<file path="config.mk">
export PLATFORM = sky130hd
export DESIGN_NAME = div_unit_flat
export DESIGN_NICKNAME = d
export VERILOG_FILES = /design/src/rtl/riscv_pkg.sv /design/src/rtl/div_unit_if.sv /design/src/rtl/div_step.sv /design/src/rtl/div_unit.sv /design/src/flat_wrapper.sv
export SDC_FILE = /design/constraint.sdc
export NUM_CORES = 1
export LEC_CHECK = 0
export ABC_AREA = 1
export CORE_ASPECT_RATIO = 1.1
export CORE_MARGIN = 3
export CORE_UTILIZATION = 40
export CTS_BUF_LIST = sky130_fd_sc_hd__clkbuf_16
export DETAILED_ROUTE_END_ITERATION = 6
export PLACE_DENSITY = 0.64
export SLEW_MARGIN = 20
export SYNTH_ARGS = -nofsm -noshare
export SYNTH_HDL_FRONTEND = slang
export SYNTH_SLANG_ARGS = --single-unit
</file>
<file path="constraint.sdc">
create_clock -name clk -period 6.1 [get_ports clk]
set_clock_uncertainty 0.05 [all_clocks]
set_input_delay 0.61 -clock clk [delete_from_list [all_inputs] [get_ports clk]]
set_output_delay 0.61 -clock clk [all_outputs]
set_load 0.03 [all_outputs]
</file>
<file path="src/rtl/riscv_pkg.sv">
// Shared RV32M divider definitions: divsel encodings and divider FSM states.
// Imported by the decoder, hazard unit and divider.
package riscv_pkg;

  localparam logic [2:0] DIVSEL_DIV  = 3'b001;
  localparam logic [2:0] DIVSEL_DIVU = 3'b010;
  localparam logic [2:0] DIVSEL_REM  = 3'b011;
  localparam logic [2:0] DIVSEL_REMU = 3'b100;

  typedef enum logic [1:0] {
    IDLE = 2'd0,
    CALC = 2'd1,
    DONE = 2'd2
  } div_state_t;

endpackage

</file>
<file path="src/rtl/div_unit_if.sv">
// Issue/complete bundle between the EX stage and the iterative divider.
// master = pipeline side, slave = divider.
interface div_unit_if #(
  parameter int XLEN = 32
);
  logic            start;
  logic [2:0]      divsel;
  logic [XLEN-1:0] op_a;
  logic [XLEN-1:0] op_b;
  logic            kill;
  logic            busy;
  logic            done;
  logic [XLEN-1:0] result;

  modport master (
    output start, divsel, op_a, op_b, kill,
    input  busy, done, result
  );

  modport slave (
    input  start, divsel, op_a, op_b, kill,
    output busy, done, result
  );
endinterface

</file>
<file path="src/rtl/div_step.sv">
// One restoring division iteration: shift {rem,quo} left, trial-subtract,
// keep the difference and set the quotient bit when it does not go negative.
module div_step #(
  parameter int XLEN = 32
) (
  input  logic [XLEN-1:0] rem_in,
  input  logic [XLEN-1:0] quo_in,
  input  logic [XLEN-1:0] divisor,
  output logic [XLEN-1:0] rem_out,
  output logic [XLEN-1:0] quo_out
);
  logic [XLEN:0] rem_sh;
  logic [XLEN:0] trial;
  logic          ge;

  // rem < divisor keeps |trial| below 2^XLEN, so bit XLEN is its sign
  always_comb begin
    rem_sh  = {rem_in, quo_in[XLEN-1]};
    trial   = rem_sh - {1'b0, divisor};
    ge      = ~trial[XLEN];
    rem_out = ge ? trial[XLEN-1:0] : rem_sh[XLEN-1:0];
    quo_out = {quo_in[XLEN-2:0], ge};
  end
endmodule

</file>
<file path="src/rtl/div_unit.sv">
// Iterative radix-2 RV32M divider (DIV/DIVU/REM/REMU) in EX.
// One restoring step per cycle; divide-by-zero and overflow finish at once.
module div_unit
  import riscv_pkg::*;
#(
  parameter int XLEN = 32
) (
  input  logic       clk,
  input  logic       rst,
  div_unit_if.slave  dif
);
  localparam int CW = $clog2(XLEN) + 1;

  div_state_t state, state_n;

  logic [CW-1:0]   count;
  logic [XLEN-1:0] rem_q, quo_q, dvs_q, result_q;
  logic            qneg_q, rneg_q, is_rem_q;
  logic [XLEN-1:0] rem_s, quo_s;

  logic            sel_ok, sel_sgn, sel_rem;
  logic            a_neg, b_neg, b_zero, ovf;
  logic            accept, special, last;
  logic [XLEN-1:0] abs_a, abs_b, min_int;
  logic [XLEN-1:0] special_res, qfix, rfix;

  div_step #(
    .XLEN(XLEN)
  ) u_step (
    .rem_in (rem_q),
    .quo_in (quo_q),
    .divisor(dvs_q),
    .rem_out(rem_s),
    .quo_out(quo_s)
  );

  always_comb begin
    sel_ok  = 1'b1;
    sel_sgn = 1'b0;
    sel_rem = 1'b0;
    case (dif.divsel)
      DIVSEL_DIV:  sel_sgn = 1'b1;
      DIVSEL_DIVU: sel_sgn = 1'b0;
      DIVSEL_REM: begin
        sel_sgn = 1'b1;
        sel_rem = 1'b1;
      end
      DIVSEL_REMU: sel_rem = 1'b1;
      default:     sel_ok  = 1'b0;
    endcase
  end

  always_comb begin
    min_int = {1'b1, {(XLEN-1){1'b0}}};
    a_neg   = sel_sgn & dif.op_a[XLEN-1];
    b_neg   = sel_sgn & dif.op_b[XLEN-1];
    abs_a   = a_neg ? -dif.op_a : dif.op_a;
    abs_b   = b_neg ? -dif.op_b : dif.op_b;
    b_zero  = (dif.op_b == '0);
    ovf     = sel_sgn & (dif.op_a == min_int)
            & (dif.op_b == '1);
    special = b_zero | ovf;
    accept  = (state == IDLE) & dif.start
            & sel_ok & ~dif.kill;
    last    = (count == CW'(1));
    if (b_zero)
      special_res = sel_rem ? dif.op_a : '1;
    else
      special_res = sel_rem ? '0 : min_int;
    qfix = qneg_q ? -quo_s : quo_s;
    rfix = rneg_q ? -rem_s : rem_s;
  end

  always_comb begin
    state_n = state;
    unique case (state)
      IDLE: if (accept) state_n = special ? DONE : CALC;
      CALC: begin
        if (dif.kill)  state_n = IDLE;
        else if (last) state_n = DONE;
      end
      DONE:    state_n = IDLE;
      default: state_n = IDLE;
    endcase
  end

  always_ff @(posedge clk or posedge rst) begin
    if (rst) state <= IDLE;
    else     state <= state_n;
  end

  always_ff @(posedge clk or posedge rst) begin
    if (rst) begin
      count    <= '0;
      rem_q    <= '0;
      quo_q    <= '0;
      dvs_q    <= '0;
      qneg_q   <= 1'b0;
      rneg_q   <= 1'b0;
      is_rem_q <= 1'b0;
      result_q <= '0;
    end else if (accept) begin
      count    <= CW'(XLEN);
      rem_q    <= '0;
      quo_q    <= abs_a;
      dvs_q    <= abs_b;
      qneg_q   <= a_neg ^ b_neg;
      rneg_q   <= a_neg;
      is_rem_q <= sel_rem;
      if (special) result_q <= special_res;
    end else if (state == CALC && !dif.kill) begin
      rem_q <= rem_s;
      quo_q <= quo_s;
      count <= count - CW'(1);
      if (last) result_q <= is_rem_q ? rfix : qfix;
    end
  end

  // a flush in DONE must also suppress the writeback pulse
  assign dif.busy   = (state == CALC);
  assign dif.done   = (state == DONE) & ~dif.kill;
  assign dif.result = result_q;
endmodule

</file>
<file path="src/flat_wrapper.sv">
// flat-port wrapper written by rule: the top's interface ports become plain ports
module div_unit_flat import riscv_pkg::*;
#(
  parameter int XLEN = 32
)
  (clk, rst, dif_start, dif_divsel, dif_op_a, dif_op_b, dif_kill, dif_busy, dif_done, dif_result);
  div_unit_if #(.XLEN(XLEN)) dif_i ();
  input  logic clk;
  input  logic rst;
  input wire logic [$bits(dif_i.start)-1:0] dif_start;
  input wire logic [$bits(dif_i.divsel)-1:0] dif_divsel;
  input wire logic [$bits(dif_i.op_a)-1:0] dif_op_a;
  input wire logic [$bits(dif_i.op_b)-1:0] dif_op_b;
  input wire logic [$bits(dif_i.kill)-1:0] dif_kill;
  output wire logic [$bits(dif_i.busy)-1:0] dif_busy;
  output wire logic [$bits(dif_i.done)-1:0] dif_done;
  output wire logic [$bits(dif_i.result)-1:0] dif_result;
  assign dif_i.start = dif_start;
  assign dif_i.divsel = dif_divsel;
  assign dif_i.op_a = dif_op_a;
  assign dif_i.op_b = dif_op_b;
  assign dif_i.kill = dif_kill;
  assign dif_busy = dif_i.busy;
  assign dif_done = dif_i.done;
  assign dif_result = dif_i.result;
  div_unit #(.XLEN(XLEN)) u_core (.clk(clk), .rst(rst), .dif(dif_i));
endmodule
</file>
* Word level (Yosys, flattened, before mapping)
Cells that the tools add are included.
** Storage, ports and cells
- Register bits :: 139
- Input port bits :: 71
** Operators by class
- Add/sub/neg operators :: 6
- Equal/unequal tests :: 12
- Mux-type cells :: 27
- Bitwise gates (word level) :: 12
- Reduce and logical (&&, ||, !) cells :: 11
** Operator list (count)
- $mux W32 :: 17
- $neg A32 Y32 :: 4
- $eq A32 B32 Y1 const B :: 2
- $sub A33 B32 Y33 :: 1
- $logic_not A32 Y1 :: 1
- $mux W6 :: 2
- $and A1 B1 Y1 :: 8
- $mux W2 :: 4
- $eq A3 B2 Y1 const B :: 2
- $eq A6 B1 Y1 const B :: 1
- $sub A6 B1 Y6 const B :: 1
- $pmux W2 S2 :: 1
- $reduce_bool A2 Y1 :: 2
- $reduce_or A2 Y1 :: 2
- $reduce_or A4 Y1 :: 1
- $eq A3 B1 Y1 const B :: 1
- $eq A3 B3 Y1 const B :: 1
- $mux W1 :: 3
- $ne A3 B2 Y1 const B :: 1
- $reduce_and A3 Y1 :: 1
- $eq A2 B1 Y1 const B :: 1
- $eq A2 B2 Y1 const B :: 1
- $logic_not A2 Y1 :: 1
- $ne A2 B1 Y1 const B :: 1
- other kinds (7) :: 8

* Depth between registers and ports, before layout
- Depth after elaboration :: 9
- Gate-level depth with buffers :: 33

* Modules after synthesis
A second synthesis with hierarchy kept.
** Unflattened totals
- Cell total of the unflattened synthesis :: 2380
- Area total of the unflattened synthesis :: 13814.5 µm²
** By module, submodules not included
- div_unit :: instances 1, cells an instance 1668, area each 10423.7 µm²
- div_step :: instances 1, cells an instance 712, area each 3390.8 µm²

* Least setup slack after synthesis
OpenSTA, ideal clock, no wires.
- Path kind :: reg2reg
- From :: register u_core.dvs_q[0]
- To :: register u_core.result_q[30] (netlist: u_core.dif.result[30])
- Setup time :: 0.117 ns
- Arrival time :: 4.044 ns
- Data required time :: 5.933 ns
- Slack :: 1.890 ns
- Stages on the path, launching flop included :: 33
- Buffers on the path :: 2
- Path through :: dfrtp_1 > ha_1 > fa_1 > inv_1 > nand2_1 > nand2_1 > nand3_1 > nand2_2 > nand2_1 > nand2_2 > nand2_2 > nand2_2 > nand2_4 > nand2_4 > buf_8 > buf_6 > ha_1 > inv_1 > nor3_1 > inv_1 > nor3_1 > nand2_1 > nor4_1 > nand4_1 > nor2_1 > inv_1 > o21ai_0 > xor2_1 > nand2_1 > nand2_1 > o21ai_1 > nand2_1 > nand2_1
** Between the ends
- Word-level cells in the longest chain between the ends :: 8
- Elaborated cells between the ends (all ways) :: 11
** Ends and longest elaborated chain
- from (decl) :: line div_unit.sv:17 : logic [XLEN-1:0] rem_q, quo_q, dvs_q, result_q;
- from (signal assigned) :: line div_unit.sv:106 : dvs_q <= abs_b;
- $sub A33 B32 Y33 (*) :: line div_step.sv:19 : trial = rem_sh - {1'b0, divisor};
- $mux W32 or $not A1 Y1 (tied branches) :: line div_step.sv:21, div_step.sv:20
- $neg A32 Y32, on equally long branches :: line div_unit.sv:71, div_unit.sv:70
- $mux W32, on equally long branches :: line div_unit.sv:71, div_unit.sv:70
- $mux W32 (*) (2 in series) :: line div_unit.sv:115 : if (last) result_q <= is_rem_q ? rfix : qfix;
- $mux W32 (*) :: line div_unit.sv:111 : end else if (state == CALC && !dif.kill) begin
- $mux W32 (*) :: line div_unit.sv:102 : end else if (accept) begin
- to (signal assigned) :: line div_unit.sv:110 : if (special) result_q <= special_res;
- to (signal assigned) :: line div_unit.sv:115
- to (decl) :: line div_unit.sv:17
Every way passes the cells marked *; elsewhere a longest branch is shown, timed or not. The select of a mux whose other input is x is not followed.
A chain may end at the register's enable or synchronous reset.

* Final worst setup path
- From :: register u_core.quo_q[31]
- To :: register u_core.result_q[12] (netlist: u_core.dif.result[12])
** Between the ends
- Word-level cells in the longest chain between the ends :: 8
- Elaborated cells between the ends (all ways) :: 11
** Ends and longest elaborated chain
- from (decl) :: line div_unit.sv:17
- from (signal assigned) :: line div_unit.sv:105 : quo_q <= abs_a;
- from (signal assigned) :: line div_unit.sv:113 : quo_q <= quo_s;
- $sub A33 B32 Y33 :: line div_step.sv:19
- $mux W32 or $not A1 Y1 (tied branches) :: line div_step.sv:21, div_step.sv:20
- $neg A32 Y32, on equally long branches :: line div_unit.sv:71, div_unit.sv:70
- $mux W32, on equally long branches :: line div_unit.sv:71, div_unit.sv:70
- $mux W32 (*) (2 in series) :: line div_unit.sv:115
- $mux W32 (*) :: line div_unit.sv:111
- $mux W32 (*) :: line div_unit.sv:102
Marked as above.

==> metrics.md <==
| Metric | Value |
|---|---|
| Status | finished, violations left |
| Failing checks | DRC |
| Yosys top cell by area | dfrtp_1 |
| Die X | 178 µm |
| Number of global-route vias before repair | about 14000 |
| Max cap viols | 0 |
| Syn_area_per_cell | ~6 µm² |
| Worst Path Required | 6420 ps |
| Buffers on Ports | about 100 |
| GPL Wtd Cong | 0.942 |
| Congestion Overflow GR | 0 |
| IO Count | about 110 |
| Most frequent cells after synthesis | nand2_1, inv_1, nand3_1 |
| Row count | 68 |
| Worst setup SP type | flop |
| Register Area | ~3500 µm² |
| First-pass GRT wire length | 75.6 mm |
| Sequential element share of the synthesized area | 0.267 |
| Crit path largest cell delay | about 470 ps |
| Post-CTS Setup Inserts | 0 |
| Final period util | 0.767 |
| Cts repair resizes | 0 |
| Total Nets Final | about 2300 |
| GRT Util Overall | 0.276 |
| Unique masters post-synth | 50 |
| Die ar. | 34800 µm² |
| Die Span Y | approximately 200 µm |
| Critical Path Sink Type | flop |
| Layout cells sized above 1 | 0.0566 |
| Peak VDD IR | approximately 200 µV |
| Global route hottest layer | met2 |
| Drt via density | 5.45 |
| Placed Cells | approximately 2600 |
| Area grow syn2layout | 14.6% |
| Worst min path class | reg -> reg |
| Worst slew margin | 0.316 |
| CTS Hold Buffers Added | 0 |
| Met2 usage | 0.464 |
| Min Tclk post-route | approximately 4700 ps |
| Met3 Use GR | 0.0342 |
| Antenna viol nets, final | 0 |
| M1 GR Usage | 0.366 |
| Synth top area share | 0.267 |
| Worst-Margin Slew | roughly 1000 ps |
| Count leader, synth | nand2_1 |
| Worst path arrival time | roughly 5000 ps |
| CTS tree | built |
| Detailed-route via count | between 10000 and 15000 |
| Max Freq | about 210 MHz |
| Initial antenna violation count | 0 |
| Reg2Reg Launch Point | u_core.quo_q[31] |
| Fraction of registers with async set/reset | 1.00 |
| Worst path bufs/invs | 4 |
| RSZ-0062 raised after global routing | no |
| Hold Crit Start | u_core.dvs_q[21] |
| Drt pass-1 iters | 7 |
| Floorplan core area | roughly 32000 µm² |
| Hold Path End | u_core.dvs_q[21] |
| Pwr per Cell Area | 582 nW/µm² |
| Worst reg2reg endpoint | u_core.dif.result[12] |
| Critical Path Fanout Max | 46 |
| Top cells by area, synth | dfrtp_1, nand2_1, inv_1, nand3_1, nor2_1 |
| Hold Path Stages | 2 |
| Residual DRC | 3 |
| FF+latch count, synth | 139 |
| Fill cell count | 3357 |
| CTS Buf Count | 17 |
| Clock Root Buffer | clkbuf_16 |
| Most used DFF post-synth | dfrtp_1 |
| DR WL/cell | 18.0 µm |
| Max-slew violation count | 0 |
| Routed WL | between 40 and 50 mm |
| HPWL after DPL | about 37 mm |
| CTS H-tree lvls | 4 |
| R2R cell count | 26 |
| Clock Tree Buf Depth | 2 |
| Multi-input logic area | 8010 µm² |
| Final setup fails | 0 |
| Clk_lat worst skew | about 440 ps |
| Syn_nets | roughly 2300 |
| Initial Util | 0.411 |
| Layout Cells excl Fill | 2646 |
| Final hold viol count | 0 |
| Crit path max-delay cell type | buf_4 |
| Final TNS setup | 0 ps |
| CP Class | reg -> reg |
| Leakage | approximately 7.5 nW |
| Syn. warnings | 0 |
| Largest net degree at the start of global routing | around 100 |
| Antenna cell count | 0 |
| DRC marker count from the first detailed-route iteration | 1331 |
| Dominant delay contributor by cell family on the critical path | simple AND/OR/NAND/NOR gates |
| Sink Count | about 140 |
| Post-Synthesis Cell Area | around 13000 µm² |
| Reg clk slew, reported paths | 70 ps |
| Worst path most repeated cell | nand2_1 |
| Synthesized instance count | between 2000 and 2500 |
| Number of synthesized flops with an enable pin | 0 |
| Reg2reg setup slack | 1420 ps |
-- tightest hold or removal path, stage by stage (launching register included) --
cell,delay [ps]
dfrtp_1,340
nand2_1,50
o21ai_0,60
-- state kept, by name, summed over array words and instances, names as in the netlist --
signal	cells
u_core.quo_q	32
u_core.rem_q	32
u_core.state	2
u_core.qneg_q	1
u_core.rneg_q	1
u_core.dif.result	32
u_core.count	6
u_core.dvs_q	32
u_core.is_rem_q	1
-- placed cells by master (no fill, tap or decap), types with 4 or more instances in the layout --
cell	instances
or2_2	7
xor2_1	35
nand3_1	206
a21oi_2	4
o21ai_0	113
clkdlybuf4s50_1	104
a31oi_1	10
xnor2_1	9
a21oi_1	102
nand2_2	27
buf_4	16
o211ai_1	8
nor2_2	21
clkbuf_16	17
nand3b_1	10
nor2_1	179
ha_1	39
o21bai_1	4
nor3_2	8
o22ai_1	33
clkinv_4	4
o21ai_1	12
nand2_1	656
dfrtp_1	139
nor3_1	30
nor4_1	13
o221ai_1	29
inv_1	317
nand4_1	33
-- routing by layer --
metal	share of wire	wire length [µm]
met1	0.43	20700
met2	0.48	22900
met3	0.054	2600
met4	0.032	1500
met5	0	0
-- stage by stage --
stage / instance area, µm² / power [mW] / setup WS, ps / util / hold WS, ps
floorplan: 13000 / 5.86 / 1720 / - / 397
global placement: 14400 / 7.54 / 1560 / 0.453 / 419
detailed placement: 14400 / 7.56 / 1510 / 0.453 / 423
CTS: 14900 / 8.62 / 1490 / 0.470 / 440
global route: 14900 / 9.49 / 887 / 0.471 / 451
finish: 14900 / 8.70 / 1420 / 0.471 / 435
-- worst max-delay path by stage --
stage,cells past startpoint,from,endpoint,slack [ps]
2_1_floorplan,1,rst,u_core.count[0],1720
3_3_place_gp,26,u_core.quo_q[31],u_core.dif.result[12],1560
3_5_place_dp,31,u_core.quo_q[31],u_core.dif.result[30],1510
4_1_cts,31,u_core.quo_q[31],u_core.dif.result[30],1490
5_1_grt,31,u_core.quo_q[31],u_core.dif.result[30],890
6_report,26,u_core.quo_q[31],u_core.dif.result[12],1420
-- logic make-up (layout without fill, tap and decap cells) --
family	after synthesis	in the layout	share of synthesized area
AND/OR/NAND/NOR	1201	1201	0.399
XOR/XNOR	44	44	0.0296
adder cells (fa/ha/maj)	40	40	0.0390
buffers and inverters	392	473	0.120
flip-flops	139	139	0.267
AO/OA/AOI/OAI	329	329	0.146
-- power breakdown --
part	internal [mW]	leakage [nW]	switching, mW
sequential	1.24	1.81	0.260
combinational	1.87	5.41	4.31
clock	0.560	0.272	0.465
-- cell type report --
class	instances	share of cell area
Clock buffer	17	0.0285
Tap cell	420	0.0352
Inverter	322	0.0813
Clock inverter	14	0.00838
Multi-Input combinational cell	1614	0.536
Timing Repair Buffer	120	0.0777
Sequential cell	139	0.233
Power figures use the tool's default switching activity.
